`config.mk`:
```
export PLATFORM = sky130hd
export DESIGN_NAME = bsg_link_downstream_gearbox_flat
export DESIGN_NICKNAME = d
export VERILOG_FILES = /design/src/rtl/bsg_link_downstream_gearbox_if.sv /design/src/rtl/bsg_link_downstream_gearbox.sv /design/src/flat_wrapper.sv
export SDC_FILE = /design/constraint.sdc
export NUM_CORES = 1
export LEC_CHECK = 0
export CAP_MARGIN = 20
export CELL_PAD_IN_SITES_DETAIL_PLACEMENT = 0
export CELL_PAD_IN_SITES_GLOBAL_PLACEMENT = 1
export CORE_AREA = 5 5 217 198
export DETAILED_ROUTE_END_ITERATION = 12
export DIE_AREA = 0 0 222 203
export GPL_TIMING_DRIVEN = 0
export PLACE_DENSITY = 0.88
export SLEW_MARGIN = 40
export SYNTH_ARGS = -nofsm -noshare
export SYNTH_HDL_FRONTEND = slang
export SYNTH_SLANG_ARGS = --single-unit
export TNS_END_PERCENT = 5
```
`constraint.sdc`:
```
create_clock -name clk -period 3.1 [get_ports clk]
set_input_delay 0.775 -clock clk [delete_from_list [all_inputs] [get_ports clk]]
set_output_delay 0.775 -clock clk [all_outputs]
set_load 0.05 [all_outputs]
```
`src/rtl/bsg_link_downstream_gearbox_if.sv`:
```
// Link-side and core-side signals of the downstream gearbox, grouped so the
// gearbox and its driver connect through one port.
interface bsg_link_downstream_gearbox_if #(
    parameter int IO_W   = 8,
    parameter int CORE_W = 32
);
    logic              io_valid_in;
    logic [IO_W-1:0]   io_data_in;
    logic              io_token_out;
    logic              core_valid_out;
    logic [CORE_W-1:0] core_data_out;
    logic              core_ready;
    logic              overflow_o;

    modport master (
        output io_valid_in, io_data_in, core_ready,
        input  io_token_out, core_valid_out, core_data_out, overflow_o
    );

    modport slave (
        input  io_valid_in, io_data_in, core_ready,
        output io_token_out, core_valid_out, core_data_out, overflow_o
    );
endinterface

```
`src/rtl/bsg_link_downstream_gearbox.sv`:
```
// Buffers IO_W beats from the link, assembles CORE_W words for the core and returns
// one credit per 2^LG_TOKEN_DECIM entries consumed. BSG_LINK_DS_OVERFLOW_DETECT_EN enables the sticky overflow flag.
module bsg_link_downstream_gearbox #(
    parameter int IO_W           = 8,
    parameter int CORE_W         = 32,
    parameter int DEPTH          = 64,
    parameter int LG_TOKEN_DECIM = 3
) (
    input  logic                         clk,
    input  logic                         rst,
    bsg_link_downstream_gearbox_if.slave link
);
    localparam int RATIO = CORE_W / IO_W;
    localparam int LG_D  = $clog2(DEPTH);

    typedef logic [LG_D:0] ptr_t;
    localparam ptr_t RATIO_P = ptr_t'(RATIO);

    logic [IO_W-1:0]            mem_q [DEPTH];
    ptr_t                       wptr_q, wptr_d, rptr_q, rptr_d, occ, rptr_adv;
    logic                       io_valid_q;
    logic [IO_W-1:0]            io_data_q;
    logic                       core_valid_q, core_valid_d;
    logic [CORE_W-1:0]          core_data_q, core_data_d;
    logic                       token_q, token_d;
    logic                       full, wr_en, load;
    logic [RATIO-1:0][IO_W-1:0] lanes;

    assign occ      = wptr_q - rptr_q;
    assign full     = (wptr_q[LG_D] != rptr_q[LG_D]) && (wptr_q[LG_D-1:0] == rptr_q[LG_D-1:0]);
    assign wr_en    = io_valid_q && !full;
    assign load     = (occ >= RATIO_P) && (!core_valid_q || link.core_ready);
    assign rptr_adv = rptr_q + RATIO_P;

    // Oldest entry lands in lane 0, i.e. the word's LSBs.
    for (genvar l = 0; l < RATIO; l++) begin : g_lane
        logic [LG_D-1:0] ra;
        assign ra       = rptr_q[LG_D-1:0] + LG_D'(l);
        assign lanes[l] = mem_q[ra];
    end

    always_comb begin
        wptr_d       = wptr_q;
        rptr_d       = rptr_q;
        core_valid_d = core_valid_q;
        core_data_d  = core_data_q;
        token_d      = 1'b0;
        if (wr_en) wptr_d = wptr_q + ptr_t'(1);
        if (load) begin
            rptr_d       = rptr_adv;
            core_valid_d = 1'b1;
            core_data_d  = lanes;
            // The decimation bit flips once per 2^LG_TOKEN_DECIM entries read.
            token_d      = rptr_q[LG_TOKEN_DECIM] ^ rptr_adv[LG_TOKEN_DECIM];
        end else if (core_valid_q && link.core_ready) begin
            core_valid_d = 1'b0;
        end
    end

    always_ff @(posedge clk) begin
        if (wr_en) mem_q[wptr_q[LG_D-1:0]] <= io_data_q;
    end

    always_ff @(posedge clk) begin
        if (rst) begin
            io_valid_q   <= 1'b0;
            io_data_q    <= '0;
            wptr_q       <= '0;
            rptr_q       <= '0;
            core_valid_q <= 1'b0;
            core_data_q  <= '0;
            token_q      <= 1'b0;
        end else begin
            io_valid_q   <= link.io_valid_in;
            io_data_q    <= link.io_data_in;
            wptr_q       <= wptr_d;
            rptr_q       <= rptr_d;
            core_valid_q <= core_valid_d;
            core_data_q  <= core_data_d;
            token_q      <= token_d;
        end
    end

`ifdef BSG_LINK_DS_OVERFLOW_DETECT_EN
    logic overflow_q;
    always_ff @(posedge clk) begin
        if (rst)                     overflow_q <= 1'b0;
        else if (io_valid_q && full) overflow_q <= 1'b1;
    end
    assign link.overflow_o = overflow_q;
`else
    assign link.overflow_o = 1'b0;
`endif

    assign link.io_token_out   = token_q;
    assign link.core_valid_out = core_valid_q;
    assign link.core_data_out  = core_data_q;
endmodule
```
`src/flat_wrapper.sv`:
```
// flat-port wrapper written by rule: the top's interface ports become plain ports
module bsg_link_downstream_gearbox_flat 
#(
    parameter int IO_W           = 8,
    parameter int CORE_W         = 32,
    parameter int DEPTH          = 64,
    parameter int LG_TOKEN_DECIM = 3
)
  (clk, rst, link_io_valid_in, link_io_data_in, link_core_ready, link_io_token_out, link_core_valid_out, link_core_data_out, link_overflow_o);
  bsg_link_downstream_gearbox_if #(.IO_W(IO_W), .CORE_W(CORE_W)) link_i ();
  input  logic clk;
  input  logic rst;
  input wire logic [$bits(link_i.io_valid_in)-1:0] link_io_valid_in;
  input wire logic [$bits(link_i.io_data_in)-1:0] link_io_data_in;
  input wire logic [$bits(link_i.core_ready)-1:0] link_core_ready;
  output wire logic [$bits(link_i.io_token_out)-1:0] link_io_token_out;
  output wire logic [$bits(link_i.core_valid_out)-1:0] link_core_valid_out;
  output wire logic [$bits(link_i.core_data_out)-1:0] link_core_data_out;
  output wire logic [$bits(link_i.overflow_o)-1:0] link_overflow_o;
  assign link_i.io_valid_in = link_io_valid_in;
  assign link_i.io_data_in = link_io_data_in;
  assign link_i.core_ready = link_core_ready;
  assign link_io_token_out = link_i.io_token_out;
  assign link_core_valid_out = link_i.core_valid_out;
  assign link_core_data_out = link_i.core_data_out;
  assign link_overflow_o = link_i.overflow_o;
  bsg_link_downstream_gearbox #(.IO_W(IO_W), .CORE_W(CORE_W), .DEPTH(DEPTH), .LG_TOKEN_DECIM(LG_TOKEN_DECIM)) u_core (.clk(clk), .rst(rst), .link(link_i));
endmodule
```
After elaboration in Yosys (flattened, before gate mapping):

Memories as Yosys holds them, arrays and structs flattened. A register that Yosys moved wholly into a read port is not among the register bits.
Cells that the tools add are included.

* register bits: 25
* memory bits (writable): 512
* input port bits: 12
* output and inout port bits: 35
* logic and storage cells: 31
* memories: 1

Memory list
* u_core.mem_q: depth 64, bits a word 8, rd ports 4, clocked after memory_dff 4, wr ports 1, line bsg_link_downstream_gearbox.sv:19 `logic [IO_W-1:0] mem_q [DEPTH];`

* $add $sub $neg: 6
* $lt $le $gt $ge: 1
* equal/unequal tests: 2
* multiplexer cells: 4
* bitwise logic cells: 2
* reduce and logical (&&, ||, !) cells: 9

Operators with widths (count)
* adder 6 x 2 -> 6 bit, second input constant: 2
* adder 7 x 1 -> 7 bit, second input constant: 1
* adder 7 x 3 -> 7 bit, second input constant: 1
* >= comparator 7 x 3 -> 1 bit, second input constant: 1
* subtractor 7 bit: 1
* adder 6 x 1 -> 6 bit, second input constant: 1
* equality test 6 bit: 1
* logical AND 1 bit: 4
* two-way mux 1 bit: 4
* zero test 1 bit: 2
* nonzero test 2 bit: 1
* OR reduction 2 bit: 1
* logical OR 1 bit: 1
* != test 1 bit: 1
* NOT 1 bit: 1
* XOR 1 bit: 1

Longest topological paths before layout:

Gate-level depths: netlist of run 1.

* depth after elaboration: 6
* mapped depth: 13
* gate-level depth less buffers: 10

Worst setup path after synthesis of run 1:

OpenSTA, ideal clock, no wires.

* path kind: register to register
* from: reg u_core.rptr_q[3]
* to: mem u_core.mem_q[21][0], enable pin
* setup time: 0.370 ns
* data arrival time: 2.353 ns
* data required time: 2.730 ns
* setup slack: 0.377 ns
* cell stages (with the launch flop): 11
* path buffers: 3
* period minus slack after synthesis: 2.723 ns
* cell sequence: dfxtp_1 -> buf_2 -> buf_2 -> inv_1 -> ha_1 -> and3_1 -> nand4_1 -> nand2_1 -> or3_1 -> clkbuf_1 -> nor2_1

* cells in the longest elaborated chain, start to end: 6

Ends and longest elaborated chain
* from (decl): line bsg_link_downstream_gearbox.sv:20 `ptr_t wptr_q, wptr_d, rptr_q, rptr_d, occ, rptr_adv;`
* from (signal assigned): line bsg_link_downstream_gearbox.sv:77 `rptr_q <= rptr_d;`
* equality test 6 bit: line bsg_link_downstream_gearbox.sv:30 `assign full = (wptr_q[LG_D] != rptr_q[LG_D]) && (wptr_q[LG_D-1:0] == rptr_q[LG_D-1:0]);`
* logical AND 1 bit: line bsg_link_downstream_gearbox.sv:30
* zero test 1 bit: line bsg_link_downstream_gearbox.sv:31 `assign wr_en = io_valid_q && !full;`
* logical AND 1 bit: line bsg_link_downstream_gearbox.sv:31
* two-way mux 1 bit: line bsg_link_downstream_gearbox.sv:61 `if (wr_en) mem_q[wptr_q[LG_D-1:0]] <= io_data_q;`
* two-way mux 1 bit (not written as such): line bsg_link_downstream_gearbox.sv:61
* to (decl): line bsg_link_downstream_gearbox.sv:19

Every way passes these cells.

Worst setup path after layout of run 1:

* from: reg u_core.rptr_q[4]
* to: mem u_core.mem_q[19][1], enable pin

The elaborated chain is that of the path after synthesis.

==> results.toml, run 1 <==
[placed_design]
port_buffers = 44
placed_area_um2 = 22930
hpwl_um = 32270
place_inst = 1695
place_congestion = 0.8853
place_ws_ns = -0.5497

[drt]
route.detailed.drc = 0
antenna_left = 0
firstDrtPassIters = 6
vias = 11420
drt_iter0_markers = 1494
wl_per_cell_um = 27.39
finalWirelength_um = 49470
vias_per_cell = 6.326

[yosys]
yosys.cell_count.top_type = "edfxtp_1"
postSynthAreaPerCell_um2 = 19.58
synth_top_family_by_area = "multiplexers"
yosys_warnings = 0
ys_ff_latch = 567
synth_mux_area_share_pct = 13.33
synth_top_area_share_pct = 71.12
ys_async_sr_fraction_pct = 0
synthTopCellsByArea = "edfxtp_1, mux4_2, dfxtp_1, o22ai_1, nor2_1"
synth_commonest_cells = "edfxtp_1, mux4_2, nor2_1, o22ai_1, dfxtp_1"
synthSimpleGateAreaFrac_pct = 3.768
synth_nets = 1124
yosysTopAreaCell = "edfxtp_1"
synth_edf_count = 512
yosysSeqAreaShare_pct = 76.21
synth-compound-area-share_pct = 3.884
synth_cell_types = 39
synth-xor-area-share_pct = 0.3646
synthFlopType = "edfxtp_1"
synth_cells = 1104
synth_area_um2 = 21620
synthAdderAreaFrac_pct = 0.4977

[worst_setup_path]
end_kind = "register"
required_ns = 3.32
arrival_ns = 3.47
crit_fanout = 10
crit_type = "register to register"
start_kind = "register"

[floorplan]
die-area_um2 = 45070
rows = 70
die_x_um = 222
boundaryPins = 47
initial_utilization_pct = 53.66
core_area_um2 = 40290
dieHeight_um = 203

[layout]
final_area_um2 = 25040
synthToLayoutAreaGrowth_pct = 15.82
fin_cells = 1806
fin_nets = 1239
drive_above_1_share_pct = 26.25

[worst_hold_path]
hp-class = "register to register"

[clocking]
cts_tree = "yes"
clkLatencyLatePin_ns = 0.59
clockRootBuffer = "clkbuf_16"
cts.sinks = 567
clk_path_buf_depth = 3
clkSlewWorstSetupHoldPaths_ns = 0.06
hold_buffers = 0
cts_buffers = 54
htree_levels = 2

[timing]
setup_ws_ns = -0.1415
max_freq_mhz = 308.5
max_slew.worst_pin.slew_ns = 0.8983
holdWs_ns = 0.4828
clock_skew_ns = 0.02458
final-max-slew-violation-count = 0
rsz0062_at_grt = "yes"
fin_crit_ns = 3.241
hold_viol = 0
fin_crit_sh_pct = 104.6
relSlewSlack_pct = 40.11
final-setup-viol-count = 136

[grt]
grt_max_degree = 65
grt_pass1_wl_um = 73180
antenna_found_initial = 0
grt_pass1_vias = 11390
gr-usage-all-layers_pct = 21.73
overflow = 0

[flow_run]
max_cap_violations = 0

[status]
outcome = "finished, violations left"
violations = "negative setup slack"

[power_and_ir_drop]
ir_drop_v = 0.0006674
power_density_nw_per_um2 = 799.2
power_leakage_nw = 7.730
==> registers in the layout, summed over array words and instances, names as in the netlist <==
signal / cells
u_core.mem_q: 512
u_core.link.core_data_out: 32
u_core.io_data_q: 8
u_core.wptr_q: 7
u_core.rptr_q: 5
u_core.io_valid_q: 1
u_core.link.core_valid_out: 1
u_core.link.io_token_out: 1
==> final cells by class <==
class	instances	area, µm²
Antenna cell	1	2.502
Buffer	72	386.6
Clock buffer	70	1431
Clock inverter	32	352.8
Fill cell	2793	15250
Inverter	12	45.04
Multi-Input combinational cell	452	4962
Sequential cell	567	16510
Tap cell	540	675.6
Timing Repair Buffer	60	675.6
==> report_power, final <==
group	internal [mW]	leakage, nW	switching (mW)
combinational	1.98	1.73	2.66
sequential	8.53	5.13	0.233
clock	3.85	0.872	2.75
total	14.4	7.73	5.64
==> final timing paths <==
path	start	endpoint	slack, ns	depth (start not counted)
min reg2reg	u_core.link.core_data_out[21]	u_core.link.core_data_out[21]	0.48	2
max reg2reg	u_core.rptr_q[4]	u_core.mem_q[19][1]	-0.14	10
min	u_core.link.core_data_out[21]	u_core.link.core_data_out[21]	0.48	2
max	u_core.rptr_q[4]	u_core.mem_q[19][1]	-0.14	10
==> worst max-delay path: stages (launching register included) <==
cell      delay, ns
dfxtp_1        0.30
buf_2          0.15
clkbuf_4       0.26
inv_1          0.11
ha_1           0.36
and3_1         0.17
nand4_1        0.22
nand2_1        0.11
or3_1          0.34
clkbuf_1       0.30
nor2_2         0.55
==> logic make-up (layout without fill, tap and decap cells) <==
logic type                 Yosys count  after routing
buffers and inverters               85            246
other                                1              2
adders and majority gates            8              8
AOI/OAI and AO/OA                  148            148
xor gates and xnor gates             9              9
and+or+nand+nor                    158            158
muxes                              128            128
DFF                                567            567
==> layout by cell type (no fill, tap or decap), types with 3 or more instances in the layout <==
cell               n
or3_1             10
o22ai_1           64
buf_12             6
nor2_2            49
inv_1             12
dfxtp_4            8
buf_6              6
buf_4             16
buf_2             11
clkbuf_16         54
inv_6              3
clkbuf_4           3
o21ai_0           37
ha_1               7
clkbuf_2           4
buf_1              5
nand4_1            5
clkbuf_1          48
clkdlybuf4s50_1   44
nor2_1             6
clkinv_2          11
nor2_4            14
edfxtp_1         512
nand2_1           12
bufinv_16          7
dfxtp_1           47
mux4_2           128
or4_1             31
nor2b_1           11
clkinv_1           8
a21oi_1           39
xnor2_1            7
nand3_1            9
==> metal layers <==
layer / track usage (%) / vias up / part of all wire [%]
met3: 4.626 / 111 / 9.7
met2: 34.03 / 627 / 47
met4: 6.824 / 0 / 3.1
li1: - / 4785 / -
met5: 0 / - / 0
met1: 31.31 / 5901 / 40
==> what timing repair did <==
action | 4_1_cts | 5_1_grt
setup endpoints to repair | 517 | 503
setup buffers | 2 | 7
pin swaps | 0 | 2
gates resized for setup | 44 | 29
==> metrics by stage <==
step                utilization (%)  total power, mW  setup TNS (ns)
finish                        62.15            20.01          -11.29
global route                  62.14            20.70          -43.95
CTS                           61.70            20.05          -61.10
detailed placement            56.93            13.48         -136.14
global placement              56.43            13.39         -116.95
floorplan                         -            12.05               0
No activity file was read; power rests on OpenSTA's default activity.
==> run 2, diff against run 1 <==
--- a/config.mk
+++ b/config.mk
@@ -13,7 +13,6 @@
 export DIE_AREA = 0 0 222 203
 export GPL_TIMING_DRIVEN = 0
 export PLACE_DENSITY = 0.88
-export SLEW_MARGIN = 40
 export SYNTH_ARGS = -nofsm -noshare
 export SYNTH_HDL_FRONTEND = slang
 export SYNTH_SLANG_ARGS = --single-unit
==> run 2 against run 1 <==
The flow still finishes with violations (negative setup slack). Core utilization shrank 0.16 points. Clock power down 4.2%. Routed wire length rose by 0.34%. Non-clock buffer count stayed put. Via count decreased by 0.18%. Clock skew is 0.0037 ns lower. Final cell count fell by 0.33%. Flip-flop and latch count did not move. First-iteration DRC count up 5.2%. Global-route usage shrank 0.19 points.
==> results.toml, run 2 (same netlist as run 1, synthesis figures left out) <==
[drt]
vias_per_cell = 6.335
finalWirelength_um = 49640
drt_iter0_markers = 1572
firstDrtPassIters = 5
antenna_left = 0
wl_per_cell_um = 27.58
route.detailed.drc = 0
vias = 11400

[worst_setup_path]
end_kind = "register"
arrival_ns = 3.51
required_ns = 3.34
crit_fanout = 10
start_kind = "register"
crit_type = "register to register"

[layout]
num-fill-cells = 2734
diodes = 0
final_area_um2 = 24970
synthToLayoutAreaGrowth_pct = 15.52
fin_cells = 1800
largest_register_ffs = 512
multi_input_area_um2 = 4999
final_common_cell = "edfxtp_1"
drive_above_1_share_pct = 25.87
seq_area_um2 = 16490
fin_nets = 1238
mostFrequentLayoutCells = "edfxtp_1, mux4_2, o22ai_1"
final_util_pct = 61.99

[timing]
finalSetupTns_ns = -11.33
max_slew.worst_pin.slew_ns = 0.9523
relSlewSlack_pct = 36.51
final-setup-viol-count = 158
fin_crit_sh_pct = 105.4
holdWs_ns = 0.4774
clock_skew_ns = 0.02093
rsz0062_at_grt = "yes"
final-max-slew-violation-count = 0
max_freq_mhz = 306.0
fin_crit_ns = 3.267
hold_viol = 0
setup_ws_ns = -0.1675

[grt]
grt_max_degree = 65
grt_use_met3_pct = 4.106
grt_pass1_vias = 11280
gr-usage-all-layers_pct = 21.53
met2_usage_pct = 33.72
antenna_found_initial = 0
top_usage_layer = "met2"
grt_pass1_wl_um = 72350
overflow = 0
met1_usage_pct = 31.47

[placed_design]
placed_area_um2 = 22920
place_congestion = 0.8853
port_buffers = 44
hpwl_um = 32220
place_ws_ns = -0.5878
place_inst = 1696

[power_and_ir_drop]
ir_drop_v = 0.0006314
seq_power_share_pct = 44.3
power_mw = 19.74
cellInternalPower_mw = 14.13
pwr-share-comb_pct = 23.6
clkPwrFrac_pct = 32.0
swShare_pct = 28.41
power_density_nw_per_um2 = 790.5
p_sw_mw = 5.609
power_leakage_nw = 7.696

[floorplan]
initial_utilization_pct = 53.66
die-area_um2 = 45070
rows = 70
die_x_um = 222
boundaryPins = 47
dieHeight_um = 203
core_area_um2 = 40290

[clocking]
cts_tree = "yes"
hold_buffers = 0
clk_path_buf_depth = 3
clkLatencyLatePin_ns = 0.58
clockRootBuffer = "clkbuf_16"
cts_buffers = 53
cts.sinks = 567
htree_levels = 2
clkSlewWorstSetupHoldPaths_ns = 0.06

[worst_hold_path]
hp-class = "register to register"

[status]
outcome = "finished, violations left"
violations = "negative setup slack"

[flow_run]
max_cap_violations = 0
## run 2: cell count changes in the layout (fill, tap and decap cells not counted), sizes merged
| cell | previous run | this run |
|---|---|---|
| clkinv | 20 | 22 |
| inv | 15 | 13 |
| clkbuf | 111 | 110 |
| diode | 1 | 0 |
| clkinvlp | 2 | 1 |
| bufinv | 7 | 4 |
## run 2: cell type report
cell class | instances | share of cell area (%)
inverter | 12 | 0.1804
buffer | 72 | 1.538
timing repair buffer | 60 | 2.806
multi-input combinational | 452 | 20.01
tap | 540 | 2.705
clock inverter | 28 | 0.9419
clock buffer | 69 | 5.802
sequential | 567 | 66.01
## run 2: worst paths after layout
kind	start	endpoint	slack [ns]	depth (start not counted)
hold / removal	u_core.link.core_data_out[21]	u_core.link.core_data_out[21]	0.48	2
hold reg to reg	u_core.link.core_data_out[21]	u_core.link.core_data_out[21]	0.48	2
setup / recovery	u_core.rptr_q[4]	u_core.mem_q[31][3]	-0.17	9
setup reg to reg	u_core.rptr_q[4]	u_core.mem_q[31][3]	-0.17	9
## run 2: power by group through the flow
stage	clock, mW	combinational (mW)	sequential, mW
floorplan	0	2.60	9.45
global placement	0	4.42	8.96
detailed placement	0	4.59	8.90
CTS	6.39	4.64	8.74
global route	6.71	4.92	8.77
finish	6.32	4.67	8.75
## run 2: critical path, cell delays in order, from the launching register on
cell and delay, ns:
dfxtp_1 0.31, buf_2 0.15, clkbuf_4 0.27, inv_1 0.11
ha_1 0.37, and3_1 0.17, nand4_1 0.23, nand3_1 0.53
or2_2 0.50, inv_1 0.29
## run 2: repair_timing
| item | CTS | global route |
|---|---|---|
| resized for setup | 57 | 38 |
| pin swaps | 0 | 3 |
| setup buffers | 3 | 5 |
| endpoints found under the setup margin | 540 | 514 |
## run 2: layer usage
| layer | wire [µm] | share of wire (%) |
|---|---|---|
| met5 | 0 | 0 |
| met4 | 1443 | 2.9 |
| met3 | 4718 | 9.5 |
| met2 | 23610 | 48 |
| met1 | 19870 | 40 |
==> run 3, diff against run 2 <==
--- a/config.mk
+++ b/config.mk
@@ -8,11 +8,11 @@
 export CAP_MARGIN = 20
 export CELL_PAD_IN_SITES_DETAIL_PLACEMENT = 0
 export CELL_PAD_IN_SITES_GLOBAL_PLACEMENT = 1
-export CORE_AREA = 5 5 217 198
+export CORE_AREA = 5 5 252 229
 export DETAILED_ROUTE_END_ITERATION = 12
-export DIE_AREA = 0 0 222 203
+export DIE_AREA = 0 0 257 234
 export GPL_TIMING_DRIVEN = 0
-export PLACE_DENSITY = 0.88
+export PLACE_DENSITY = 0.71
 export SYNTH_ARGS = -nofsm -noshare
 export SYNTH_HDL_FRONTEND = slang
 export SYNTH_SLANG_ARGS = --single-unit
==> run 3 against run 2 <==
The run now ends clean. Largest cell class unchanged. Power is 0.62% higher. Clock power hardly changed. Final cell count is 9.7% higher. Die area is 33% higher. Routed wire length is 2.9% higher. Via count is 2.4% lower. Global-route usage is 4.8 points lower.
==> results.toml, run 3 (same netlist as run 1, synthesis figures left out) <==
[layout]
largest_register_ffs = 512
drive_above_1_share_pct = 26.90
final_common_cell = "edfxtp_1"
mostFrequentLayoutCells = "edfxtp_1, mux4_2, o22ai_1"
synthToLayoutAreaGrowth_pct = 17.37
fin_nets = 1239

[clocking]
htree_levels = 2
clkSlewWorstSetupHoldPaths_ns = 0.07
clkLatencyLatePin_ns = 0.59
cts_tree = "yes"
cts.sinks = 567
cts_buffers = 52
clk_path_buf_depth = 3
clockRootBuffer = "clkbuf_16"

[floorplan]
die_x_um = 257
core_area_um2 = 54990
die-area_um2 = 60140
rows = 82
initial_utilization_pct = 39.31
dieHeight_um = 234
boundaryPins = 47

[worst_setup_path]
start_kind = "register"
crit_type = "register to register"
end_kind = "register"
crit_start = "u_core.rptr_q[4]"
crit_fanout = 10
crit-reg2reg-launch = "u_core.rptr_q[4]"
required_ns = 3.32
arrival_ns = 3.24

[grt]
grt_pass1_vias = 11120
overflow = 0
antenna_found_initial = 0
gr-usage-all-layers_pct = 16.78
grt_max_degree = 41
grt_pass1_wl_um = 74600

[power_and_ir_drop]
swShare_pct = 28.93
ir_drop_v = 0.0005096
power_density_nw_per_um2 = 782.9
p_sw_mw = 5.746
power_leakage_nw = 7.706
cellInternalPower_mw = 14.12
clkPwrFrac_pct = 31.8
pwr-share-comb_pct = 24.0
seq_power_share_pct = 44.2

[timing]
finalSetupTns_ns = 0
fin_crit_ns = 3.013
final-max-slew-violation-count = 0
max_slew.worst_pin.slew_ns = 1.082
max_freq_mhz = 331.9
hold_viol = 0
rsz0062_at_grt = "yes"
relSlewSlack_pct = 27.89
fin_crit_sh_pct = 97.18
final-setup-viol-count = 0
clock_skew_ns = 0.02099
setup_ws_ns = 0.08744

[drt]
firstDrtPassIters = 5
vias_per_cell = 5.635
antenna_left = 0
vias = 11130
route.detailed.drc = 0
wl_per_cell_um = 25.88
drt_iter0_markers = 1084
finalWirelength_um = 51110

[flow_run]
max_cap_violations = 0

[status]
outcome = "complete, no violations"

[placed_design]
port_buffers = 44
place_congestion = 0.8512
place_ws_ns = -0.7330
hpwl_um = 33730

[worst_hold_path]
hp-class = "register to register"
holdCritStartpoint = "u_core.link.core_data_out[19]"
## run 3: final cells by class
class | count | area (µm²)
clock inverters | 30 | 270.3
plain buffers | 71 | 384.1
well taps | 714 | 893.4
repair buffers | 63 | 728.2
multi-input cells | 452 | 5184
clock buffers | 65 | 1381
inverters | 12 | 45.04
flip-flops and latches | 567 | 16490
diodes | 1 | 2.502
fillers | 4613 | 29620
## run 3: layer usage
metal,up-vias,global-route usage (%),part of all wire [%]
met1,5897,25.15,45
met4,0,4.529,2.4
li1,4791,-,-
met3,84,3.230,6.7
met2,357,25.50,45
met5,-,0,0
## run 3: critical path, stage by stage (launching register included)
cell     delay [ns]
dfxtp_1        0.30
buf_2          0.17
buf_4          0.26
inv_1          0.12
ha_1           0.36
and3_1         0.16
nand4_1        0.07
buf_4          0.18
and2_1         0.24
nand4_1        0.14
buf_4          0.22
nor2_2         0.41
## run 3: final timing paths
kind | to | slack (ns) | depth (start not counted)
worst min-delay path | u_core.link.core_data_out[19] | 0.49 | 2
worst max-delay path | u_core.mem_q[20][0] | 0.09 | 11
worst max register to register | u_core.mem_q[20][0] | 0.09 | 11
worst min register to register | u_core.link.core_data_out[19] | 0.49 | 2
## run 3: through the flow
| stage | power, mW | hold WS, ns | cell area, µm² | util [%] | cells |
|---|---|---|---|---|---|
| after floorplan | 12.05 | 0.4695 | 21620 | - | 1104 |
| after global placement | 13.56 | 0.4651 | 22950 | 41.74 | 1862 |
| after detailed placement | 13.61 | 0.4765 | 23130 | 42.06 | 1870 |
| after CTS | 19.92 | 0.4853 | 25060 | 45.57 | 1973 |
| after global routing | 20.58 | 0.5104 | 25370 | 46.14 | 1974 |
| final | 19.86 | 0.4887 | 25370 | 46.14 | 1975 |
## run 3: what timing repair did
action | 4_1_cts | 5_1_grt
resized for setup | 72 | 64
setup buffers | 8 | 3
setup endpoints to repair | 548 | 485
hold buffers | 0 | 0
pin swaps | 1 | 7
## run 3: power by group through the flow
| stage | Combinational [mW] | Clock (mW) | Sequential [mW] |
|---|---|---|---|
| 2_1_floorplan | 2.60 | 0 | 9.45 |
| 4_1_cts | 4.72 | 6.43 | 8.76 |
| 3_5_place_dp | 4.68 | 0 | 8.92 |
| 5_1_grt | 5.06 | 6.73 | 8.79 |
| 6_report | 4.77 | 6.32 | 8.77 |
| 3_3_place_gp | 4.58 | 0 | 8.99 |
